$ cat src/rtl/data_read_trigger.sv
// -----------------------------------------------------------------------------
// data_read_trigger
//
// Trigger controller for an LVDS capture path. The four raw lanes pass through
// a fixed-length delay line to the capture stage. Meanwhile an arm/hold/wait
// FSM watches the undelayed lanes for a masked pattern match. When the trigger
// fires, a one-cycle START pulse is sent downstream. Because the lanes are
// delayed by PRE_DEPTH cycles, the capture stage records PRE_DEPTH-1 samples
// from before the trigger event.
//
// Parameters
//   PRE_DEPTH  delay from LVDS_IN to LVDS_OUT in LVDS_CLK cycles (1..64)
//   CNT_W      width of HOLDOFF, TIMEOUT and TRIG_COUNT
//
// Optional feature (macro DATA_READ_TRIG_TIMEOUT_EN)
//   When the macro is defined, an input TIMEOUT is added. A WAIT phase that
//   lasts TIMEOUT cycles (TIMEOUT != 0) fires on its own and sets TIMED_OUT.
//   When the macro is undefined, the port is absent and TIMED_OUT stays 0.
//
// Ports
//   LVDS_CLK      in   sole clock, rising edge
//   LVDS_RESET    in   synchronous reset, active high
//   LVDS_IN       in   [3:0] raw lane samples
//   ARM           in   arm request, level sampled in IDLE only
//   DISARM        in   abort request (HOLD/WAIT), beats ARM in IDLE
//   TRIG_MASK     in   [3:0] lanes taking part in the match
//   TRIG_VALUE    in   [3:0] required lane values
//   TRIG_EDGE     in   1 = fire only on the rising edge of the match
//   HOLDOFF       in   [CNT_W-1:0] cycles spent in HOLD after arming
//   TIMEOUT       in   [CNT_W-1:0] WAIT timeout (macro builds only)
//   CAPTURE_BUSY  in   high while the capture stage writes its buffer
//   LVDS_OUT      out  [3:0] LVDS_IN delayed by PRE_DEPTH cycles
//   START         out  one-cycle capture start pulse
//   ARMED         out  high while in WAIT
//   TRIGGERED     out  high while in FIRED
//   TRIG_COUNT    out  [CNT_W-1:0] fired-trigger count, wraps to 0
//   TIMED_OUT     out  last fire came from the timeout
//   state_dbg     out  [1:0] raw FSM state, for checkers and debug
//
// Capture handshake: START is a single-cycle strobe and is never held. After
// START, the capture stage raises CAPTURE_BUSY for as long as it writes. The
// controller stays in FIRED until it samples CAPTURE_BUSY high and then low.
// It re-enters IDLE on the cycle after that low sample. If CAPTURE_BUSY never
// rises, FIRED persists until reset.
// -----------------------------------------------------------------------------
module data_read_trigger #(
    parameter int PRE_DEPTH = 4,
    parameter int CNT_W     = 16
) (
    input  logic             LVDS_CLK,
    input  logic             LVDS_RESET,
    input  logic [3:0]       LVDS_IN,
    input  logic             ARM,
    input  logic             DISARM,
    input  logic [3:0]       TRIG_MASK,
    input  logic [3:0]       TRIG_VALUE,
    input  logic             TRIG_EDGE,
    input  logic [CNT_W-1:0] HOLDOFF,
`ifdef DATA_READ_TRIG_TIMEOUT_EN
    input  logic [CNT_W-1:0] TIMEOUT,
`endif
    input  logic             CAPTURE_BUSY,
    output logic [3:0]       LVDS_OUT,
    output logic             START,
    output logic             ARMED,
    output logic             TRIGGERED,
    output logic [CNT_W-1:0] TRIG_COUNT,
    output logic             TIMED_OUT,
    output logic [1:0]       state_dbg
);

    typedef enum logic [1:0] {
        ST_IDLE  = 2'd0,
        ST_HOLD  = 2'd1,
        ST_WAIT  = 2'd2,
        ST_FIRED = 2'd3
    } state_t;

    state_t           state;
    logic [CNT_W-1:0] hold_cnt;
    logic             prev_match;
    logic             busy_seen;
    logic             timed_out_q;

    // ------------------------------------------------------------------
    // Pre-trigger delay line: shifts every cycle, whatever the FSM is doing.
    // ------------------------------------------------------------------
    logic [3:0] delay_q [PRE_DEPTH];

    always_ff @(posedge LVDS_CLK) begin
        if (LVDS_RESET) begin
            for (int i = 0; i < PRE_DEPTH; i++) begin
                delay_q[i] <= 4'd0;
            end
        end else begin
            delay_q[0] <= LVDS_IN;
            for (int i = 1; i < PRE_DEPTH; i++) begin
                delay_q[i] <= delay_q[i-1];
            end
        end
    end

    assign LVDS_OUT = delay_q[PRE_DEPTH-1];

    // ------------------------------------------------------------------
    // Match and fire terms
    // ------------------------------------------------------------------
    logic match;
    logic match_fire;
    logic timeout_fire;
    logic fire;

    // Unmasked lanes are don't-care. A zero mask therefore matches always.
    assign match      = ((LVDS_IN ^ TRIG_VALUE) & TRIG_MASK) == 4'd0;
    assign match_fire = TRIG_EDGE ? (match & ~prev_match) : match;

`ifdef DATA_READ_TRIG_TIMEOUT_EN
    // Counts the cycles spent in WAIT. It holds 0 in every other state, so it
    // reads 0 on the first WAIT cycle.
    logic [CNT_W-1:0] wait_cnt;

    always_ff @(posedge LVDS_CLK) begin
        if (LVDS_RESET) begin
            wait_cnt <= '0;
        end else if (state == ST_WAIT) begin
            wait_cnt <= wait_cnt + CNT_W'(1);
        end else begin
            wait_cnt <= '0;
        end
    end

    assign timeout_fire = (TIMEOUT != '0) && (wait_cnt == TIMEOUT);
`else
    assign timeout_fire = 1'b0;
`endif

    assign fire = match_fire | timeout_fire;

    // ------------------------------------------------------------------
    // Trigger FSM. State and all status outputs are registered together.
    // ------------------------------------------------------------------
    always_ff @(posedge LVDS_CLK) begin
        if (LVDS_RESET) begin
            state       <= ST_IDLE;
            hold_cnt    <= '0;
            prev_match  <= 1'b0;
            busy_seen   <= 1'b0;
            timed_out_q <= 1'b0;
            START       <= 1'b0;
            ARMED       <= 1'b0;
            TRIGGERED   <= 1'b0;
            TRIG_COUNT  <= '0;
        end else begin
            prev_match <= match;
            START      <= 1'b0;

            case (state)
                ST_IDLE: begin
                    // DISARM beats a simultaneous ARM.
                    if (ARM && !DISARM) begin
                        timed_out_q <= 1'b0;
                        if (HOLDOFF == '0) begin
                            state <= ST_WAIT;
                            ARMED <= 1'b1;
                        end else begin
                            state    <= ST_HOLD;
                            hold_cnt <= HOLDOFF;
                        end
                    end
                end

                ST_HOLD: begin
                    // Leaving when the counter reads 1 gives exactly HOLDOFF
                    // cycles in HOLD.
                    hold_cnt <= hold_cnt - CNT_W'(1);
                    if (DISARM) begin
                        state <= ST_IDLE;
                    end else if (hold_cnt == CNT_W'(1)) begin
                        state <= ST_WAIT;
                        ARMED <= 1'b1;
                    end
                end

                ST_WAIT: begin
                    // An abort in the same cycle as a fire wins: no START and
                    // no count.
                    if (DISARM) begin
                        state <= ST_IDLE;
                        ARMED <= 1'b0;
                    end else if (fire) begin
                        state       <= ST_FIRED;
                        ARMED       <= 1'b0;
                        TRIGGERED   <= 1'b1;
                        START       <= 1'b1;
                        TRIG_COUNT  <= TRIG_COUNT + CNT_W'(1);
                        // A real match takes credit over a coincident timeout.
                        timed_out_q <= timeout_fire & ~match_fire;
                        busy_seen   <= 1'b0;
                    end
                end

                ST_FIRED: begin
                    // Ignores ARM and DISARM; only the capture stage's falling
                    // busy releases it.
                    if (busy_seen && !CAPTURE_BUSY) begin
                        state     <= ST_IDLE;
                        TRIGGERED <= 1'b0;
                    end else if (CAPTURE_BUSY) begin
                        busy_seen <= 1'b1;
                    end
                end

                default: begin
                    state <= ST_IDLE;
                end
            endcase
        end
    end

    // In builds without the timeout, timeout_fire is tied low, so this
    // register can never leave its reset value of 0.
    assign TIMED_OUT = timed_out_q;
    assign state_dbg = state;

endmodule
$ cat config.mk
export PLATFORM = sky130hd
export DESIGN_NAME = data_read_trigger
export DESIGN_NICKNAME = d
export VERILOG_FILES = /design/src/rtl/data_read_trigger.sv
export SDC_FILE = /design/constraint.sdc
export NUM_CORES = 1
export LEC_CHECK = 0
export BUFFER_PORTS_ARGS = -buffer_cell sky130_fd_sc_hd__buf_2
export CORE_UTILIZATION = 50
export CTS_BUF_LIST = sky130_fd_sc_hd__clkbuf_8
export DETAILED_ROUTE_END_ITERATION = 6
export HOLD_SLACK_MARGIN = 0.1
export PLACE_DENSITY_LB_ADDON = 0.08
export SLEW_MARGIN = 20
export SYNTH_ARGS = -nofsm -noshare
export SYNTH_HDL_FRONTEND = slang
export SYNTH_SLANG_ARGS = --single-unit
$ cat constraint.sdc
create_clock -name LVDS_CLK -period 2 [get_ports LVDS_CLK]
set_clock_uncertainty 0.15 [all_clocks]
set_input_delay 0.1 -clock LVDS_CLK [delete_from_list [all_inputs] [get_ports LVDS_CLK]]
set_output_delay 0.1 -clock LVDS_CLK [all_outputs]
set_load 0.02 [all_outputs]
==> flow_metrics.env, run 1 <==
export IMPL_wl_per_cell_um=13.7
export IMPL_io_pins=60
export IMPL_post_route_period_util_pct=99.1
export IMPL_grt_start_max_net_pins=38
export IMPL_cts_max_path_buffers=2
export IMPL_maxSlewHeadroom_pct=49.1
export IMPL_combPwrFrac_pct=20.3
export IMPL_rsz0062_at_grt="true"
export IMPL_dp_cells=480
export IMPL_swShare_pct=27.3
export IMPL_overflow=0
export IMPL_routed_via_density=5.48
export IMPL_yosys_most_used_dff="dfxtp_1"
export IMPL_drc=0
export IMPL_fin_nets=472
export IMPL_antenna_diode_count=0
export IMPL_place_area_um2=3370
export IMPL_syn_inst=320
export IMPL_tightest_slew_ns=0.763
export IMPL_vias=2775
export IMPL_fin_cells=506
export IMPL_fin_area_um2=3720
export IMPL_drive_gt1_share_pct=33.3
export IMPL_critPathLaunchType="register"
export IMPL_crit_required_ns=2.09
export IMPL_grt_pass1_wl_um=11300
export IMPL_dieWidth_um=75.0
export IMPL_p_int_uw=1750
export IMPL_synth_area_leader_cell="dfxtp_1"
export IMPL_start_util_pct=52.2
export IMPL_clock_root_buffer="clkbuf_8"
export IMPL_ys_ff_latch=55
export IMPL_clock_sinks=55
export IMPL_path_clk_slew_ns=0.10
export IMPL_p_seq_share_pct=48.3
export IMPL_power_switching_uw=656
export IMPL_antenna_found_initial=0
export IMPL_status="finished, final reports clean"
export IMPL_post_route_min_period_ns=1.98
export IMPL_reg2reg_depth=6
export IMPL_grt_pass1_vias=2510
export IMPL_setup_viol=0
export IMPL_tritoncts="done"
export IMPL_hold_depth=6
export IMPL_fin_tns_setup_ns=0
export IMPL_synth_common_cells="dfxtp_1 (55), nand2_1 (33), nor2_1 (25)"
export IMPL_pwr_density_cell_nw_per_um2=647
export IMPL_async_flop_share_pct=0
export IMPL_drt_pass1_iterations=4
export IMPL_place_ws_ns=-0.0671
export IMPL_port_buffers=58
export IMPL_p_leak_uw=0.00159
export IMPL_maxCapViolations=0
export IMPL_top_usage_layer="met2"
export IMPL_gr_usage_met3_pct=4.82
export IMPL_synth_cell_type_count=51
export IMPL_synth_edf_count=0
export IMPL_syn2layout_area_growth_pct=39.7
export IMPL_setup_ws_ns=0.0186
export IMPL_gp_congestion=0.865
export IMPL_drv_slew=0
export IMPL_max_freq_mhz=505
export IMPL_ir_drop_v=0.000376
export IMPL_criticalPathCategory="register to register"
export IMPL_rows=26
export IMPL_netlist_area_um2=2660
export IMPL_synth_most_common_cell="dfxtp_1"
export IMPL_synth_avg_cell_area_um2=8.32
export IMPL_cp_max_fo=9
export IMPL_grt_use_total_pct=26.2
export IMPL_end_kind="register"
export IMPL_drt_iter0_drc=148
export IMPL_clk_latency_ns=0.31
export IMPL_fp_dieH_um=75.0
export IMPL_antenna_left=0
export IMPL_die_area_um2=5620
export IMPL_yosysTopAreaCellShare_pct=41.3
export IMPL_finalHoldViolCount=0
export IMPL_clockPowerShare_pct=31.4
export IMPL_drt_total_wl_um=6930
export IMPL_crit_arrival_ns=2.07
export IMPL_met1_usage_pct=34.8
export IMPL_dp_hpwl_um=4910
export IMPL_ys_seq_area_share_pct=41.3
export IMPL_hold_path_class="input pin to register"
export IMPL_final_util_pct=72.9
export IMPL_numCtsBuffers=5
export IMPL_cts_max_level=2
export IMPL_use_met2_pct=42.6
export IMPL_coreArea_um2=5110
export IMPL_synthesis_nets=357
export IMPL_ys_warn_count=0
export IMPL_yosys_top_cells_area="dfxtp_1 (41%), nor2b_1 (5.6%), nand2_1 (4.7%), a21oi_1 (4.5%), nor2_1 (3.5%)"
-- worst max-delay path: stages, from the launching register on --
cell	delay, ns
dfxtp_4	0.35
or3b_4	0.38
nor2_1	0.09
nand4_1	0.11
buf_6	0.17
or4_4	0.51
a21oi_2	0.14
-- through the flow --
stage,hold WS (ns),total power (µW)
final,0.101,2410
after global routing,0.122,2510
after CTS,0.100,2400
after detailed placement,0.192,1630
after global placement,0.187,1630
after floorplan,0.0782,1410
-- cell families (layout without fill, tap and decap cells) --
kind of cell / count (synthesis) / count (layout) / synth area share, %
simple gates: 139 / 139 / 27.9
compound gates: 85 / 85 / 21.3
flops: 55 / 55 / 41.3
buf+inv: 26 / 142 / 3.99
xor+xnor: 8 / 8 / 2.63
fa+ha+maj: 3 / 3 / 1.41
mux: 3 / 3 / 1.22
other cells: 1 / 1 / 0.141
-- routing by layer --
| layer | share of wire (%) | vias up | wire, µm |
|---|---|---|---|
| met1 | 46 | 1293 | 3210 |
| met3 | 4.7 | 8 | 327 |
| met5 | 0 | - | 0 |
| met4 | 1.2 | 0 | 80 |
| li1 | - | 1395 | - |
| met2 | 48 | 79 | 3320 |
-- final timing paths --
path | start | end | slack [ns]
setup / recovery | state_dbg[1] | TRIG_COUNT[11] | 0.02
hold / removal | HOLDOFF[6] | hold_cnt[6] | 0.10
setup reg to reg | state_dbg[1] | TRIG_COUNT[11] | 0.02
hold reg to reg | delay_q[2][3] | delay_q[3][3] | 0.30
-- state kept, by name (all words and copies together), names as in the netlist --
| signal | count |
|---|---|
| delay_q | 16 |
| TRIG_COUNT | 16 |
| prev_match | 1 |
| busy_seen | 1 |
| TRIGGERED | 1 |
| state_dbg | 2 |
| START | 1 |
| hold_cnt | 16 |
| ARMED | 1 |
-- placed cells by master, fill, tap and decap left out, types with 7 or more instances in the layout --
master,instances
buf_2,58
buf_4,51
dfxtp_1,50
nand2_1,33
nor2_1,25
nor2b_1,24
a21oi_1,22
o21ai_0,16
dlygate4sd3_1,15
nand3_1,11
or4_1,11
xor2_1,8
inv_1,7
nand4_1,7
o31ai_1,7
-- repair_timing --
action	in CTS	in global routing
endpoints found under the setup margin	1	14
hold endpoints to repair	15	0
gates resized for setup	1	13
setup buffers	3	0
pin swaps	0	1
hold buffers	15	0
-- final cells by class --
type | instances | area, µm²
multi-input cells | 239 | 1520
clock buffers | 5 | 68.8
fillers | 423 | 1390
inverters | 8 | 30.0
repair buffers | 126 | 855
well taps | 70 | 87.6
clock inverters | 3 | 47.5
flip-flops and latches | 55 | 1110
-- power groups by stage --
stage               sequential [µW]  combinational [µW]  clock (µW)
global route                   1170                 539         806
detailed placement             1180                 445           0
CTS                            1160                 471         769
finish                         1160                 489         755
floorplan                      1190                 225           0
global placement               1180                 442           0
No activity file was read; power rests on OpenSTA's default activity.
==> run 2: changes to the inputs <==
--- a/config.mk
+++ b/config.mk
@@ -10,7 +10,7 @@
 export CTS_BUF_LIST = sky130_fd_sc_hd__clkbuf_8
 export DETAILED_ROUTE_END_ITERATION = 6
 export HOLD_SLACK_MARGIN = 0.1
-export PLACE_DENSITY_LB_ADDON = 0.08
+export PLACE_DENSITY_LB_ADDON = 0.25
 export SLEW_MARGIN = 20
 export SYNTH_ARGS = -nofsm -noshare
 export SYNTH_HDL_FRONTEND = slang
==> flow_metrics.env, run 2 (synthesis results as in run 1) <==
export IMPL_combPwrFrac_pct=21.3
export IMPL_cp_max_fo=6
export IMPL_path_clk_slew_ns=0.10
export IMPL_drive_gt1_share_pct=29.9
export IMPL_fillers=413
export IMPL_drt_met1_wl_um=3060
export IMPL_clock_root_buffer="clkbuf_8"
export IMPL_overflow=0
export IMPL_cts_max_path_buffers=2
export IMPL_max_freq_mhz=504
export IMPL_drv_slew=0
export IMPL_coreArea_um2=5110
export IMPL_p_seq_share_pct=51.9
export IMPL_status="finished, final reports clean"
export IMPL_die_area_um2=5620
export IMPL_whs_ns=0.119
export IMPL_antenna_left=0
export IMPL_antenna_diode_count=0
export IMPL_rsz0062_at_grt="true"
export IMPL_rows=26
export IMPL_vias=2798
export IMPL_grt_pass1_vias=2443
export IMPL_clk_latency_ns=0.31
export IMPL_ir_drop_v=0.000352
export IMPL_grt_use_total_pct=25.6
export IMPL_drc=0
export IMPL_p_leak_uw=0.00157
export IMPL_swShare_pct=28.1
export IMPL_final_common_cell="buf_2"
export IMPL_end_kind="register"
export IMPL_final_util_pct=72.1
export IMPL_clockPowerShare_pct=26.9
export IMPL_gp_congestion=0.887
export IMPL_power_uw=2250
export IMPL_crit_arrival_ns=2.06
export IMPL_drt_iter0_drc=218
export IMPL_setup_viol=0
export IMPL_hold_path_class="input pin to register"
export IMPL_tightest_slew_ns=0.736
export IMPL_post_route_period_util_pct=99.1
export IMPL_power_switching_uw=632
export IMPL_maxSlewHeadroom_pct=50.6
export IMPL_clock_sinks=55
export IMPL_numCtsBuffers=5
export IMPL_grt_pass1_wl_um=11000
export IMPL_p_int_uw=1610
export IMPL_wl_met2_um=3510
export IMPL_drt_pass1_iterations=5
export IMPL_dieWidth_um=75.0
export IMPL_grt_start_max_net_pins=37
export IMPL_critPathLaunchType="register"
export IMPL_wl_per_cell_um=14.0
export IMPL_fp_dieH_um=75.0
export IMPL_crit_required_ns=2.08
export IMPL_criticalPathCategory="register to register"
export IMPL_pwr_density_cell_nw_per_um2=610
export IMPL_routed_via_density=5.54
export IMPL_fin_nets=471
export IMPL_io_pins=60
export IMPL_wl_met3_um=421
export IMPL_dp_hpwl_um=4680
export IMPL_highest_layer="met4"
export IMPL_drt_total_wl_um=7060
export IMPL_finalHoldViolCount=0
export IMPL_post_route_min_period_ns=1.98
export IMPL_start_util_pct=52.2
export IMPL_cts_max_level=2
export IMPL_syn2layout_area_growth_pct=38.2
export IMPL_largestRegisters="TRIG_COUNT (16), delay_q (16), hold_cnt (16)"
export IMPL_antenna_found_initial=0
export IMPL_port_buffers=58
export IMPL_maxCapViolations=0
export IMPL_layout_common_cells="buf_2 (59), dfxtp_1 (49), buf_4 (41)"
export IMPL_tritoncts="done"
-- run 2: critical path, cell delays in order (launching register included) --
cell	delay (ns)
dfxtp_4	0.36
or3b_4	0.37
nor2_1	0.09
nand4_1	0.12
buf_6	0.17
or4_4	0.50
a21oi_1	0.14
-- run 2: power groups by stage --
stage,registers [µW],logic [µW],clock network (µW)
2_1_floorplan,1190,225,0
3_3_place_gp,1180,412,0
3_5_place_dp,1180,417,0
4_1_cts,1160,457,616
5_1_grt,1170,530,660
6_report,1160,478,603
-- run 2: per-layer routing --
metal  global-route usage (%)  vias up
met1                     34.3     1305
met3                     3.75        7
li1                         -     1401
met5                        0        -
met2                     43.2       85
met4                     6.29        0
-- run 2: final cells by class --
cell class | instances | area, µm² | area share [%]
clock buffers | 5 | 68.8 | 1.87
clock inverters | 3 | 17.5 | 0.476
inverters | 8 | 30.0 | 0.815
multi-input cells | 239 | 1510 | 41.0
flip-flops and latches | 55 | 1110 | 30.2
well taps | 70 | 87.6 | 2.38
repair buffers | 125 | 855 | 23.2
-- run 2: per-stage QoR --
step / setup TNS [ns] / instance area [µm²] / worst slack (ns) / instances
6_report: 0 / 3680 / 0.0175 / 505
2_1_floorplan: -0.185 / 2700 / -0.105 / 320
3_3_place_gp: -0.233 / 3260 / -0.0604 / 467
4_1_cts: 0 / 3610 / 0.00584 / 499
5_1_grt: -0.158 / 3680 / -0.0393 / 505
3_5_place_dp: -0.668 / 3260 / -0.0916 / 467
-- run 2: timing repair --
item / in CTS / in global routing
hold endpoints to repair: 22 / 0
cloned: 0 / 1
resized for setup: 3 / 12
hold buffers: 24 / 0
pin swaps: 0 / 13
endpoints found under the setup margin: 3 / 16
buffers inserted: 0 / 5
-- run 2: path summary, 6_finish.rpt --
kind	endpoint	cells after the start	slack [ns]	start
setup reg to reg	TRIG_COUNT[13]	6	0.02	state_dbg[0]
hold reg to reg	delay_q[2][1]	1	0.29	delay_q[1][1]
setup / recovery	TRIG_COUNT[13]	6	0.02	state_dbg[0]
hold / removal	ARMED	4	0.12	DISARM
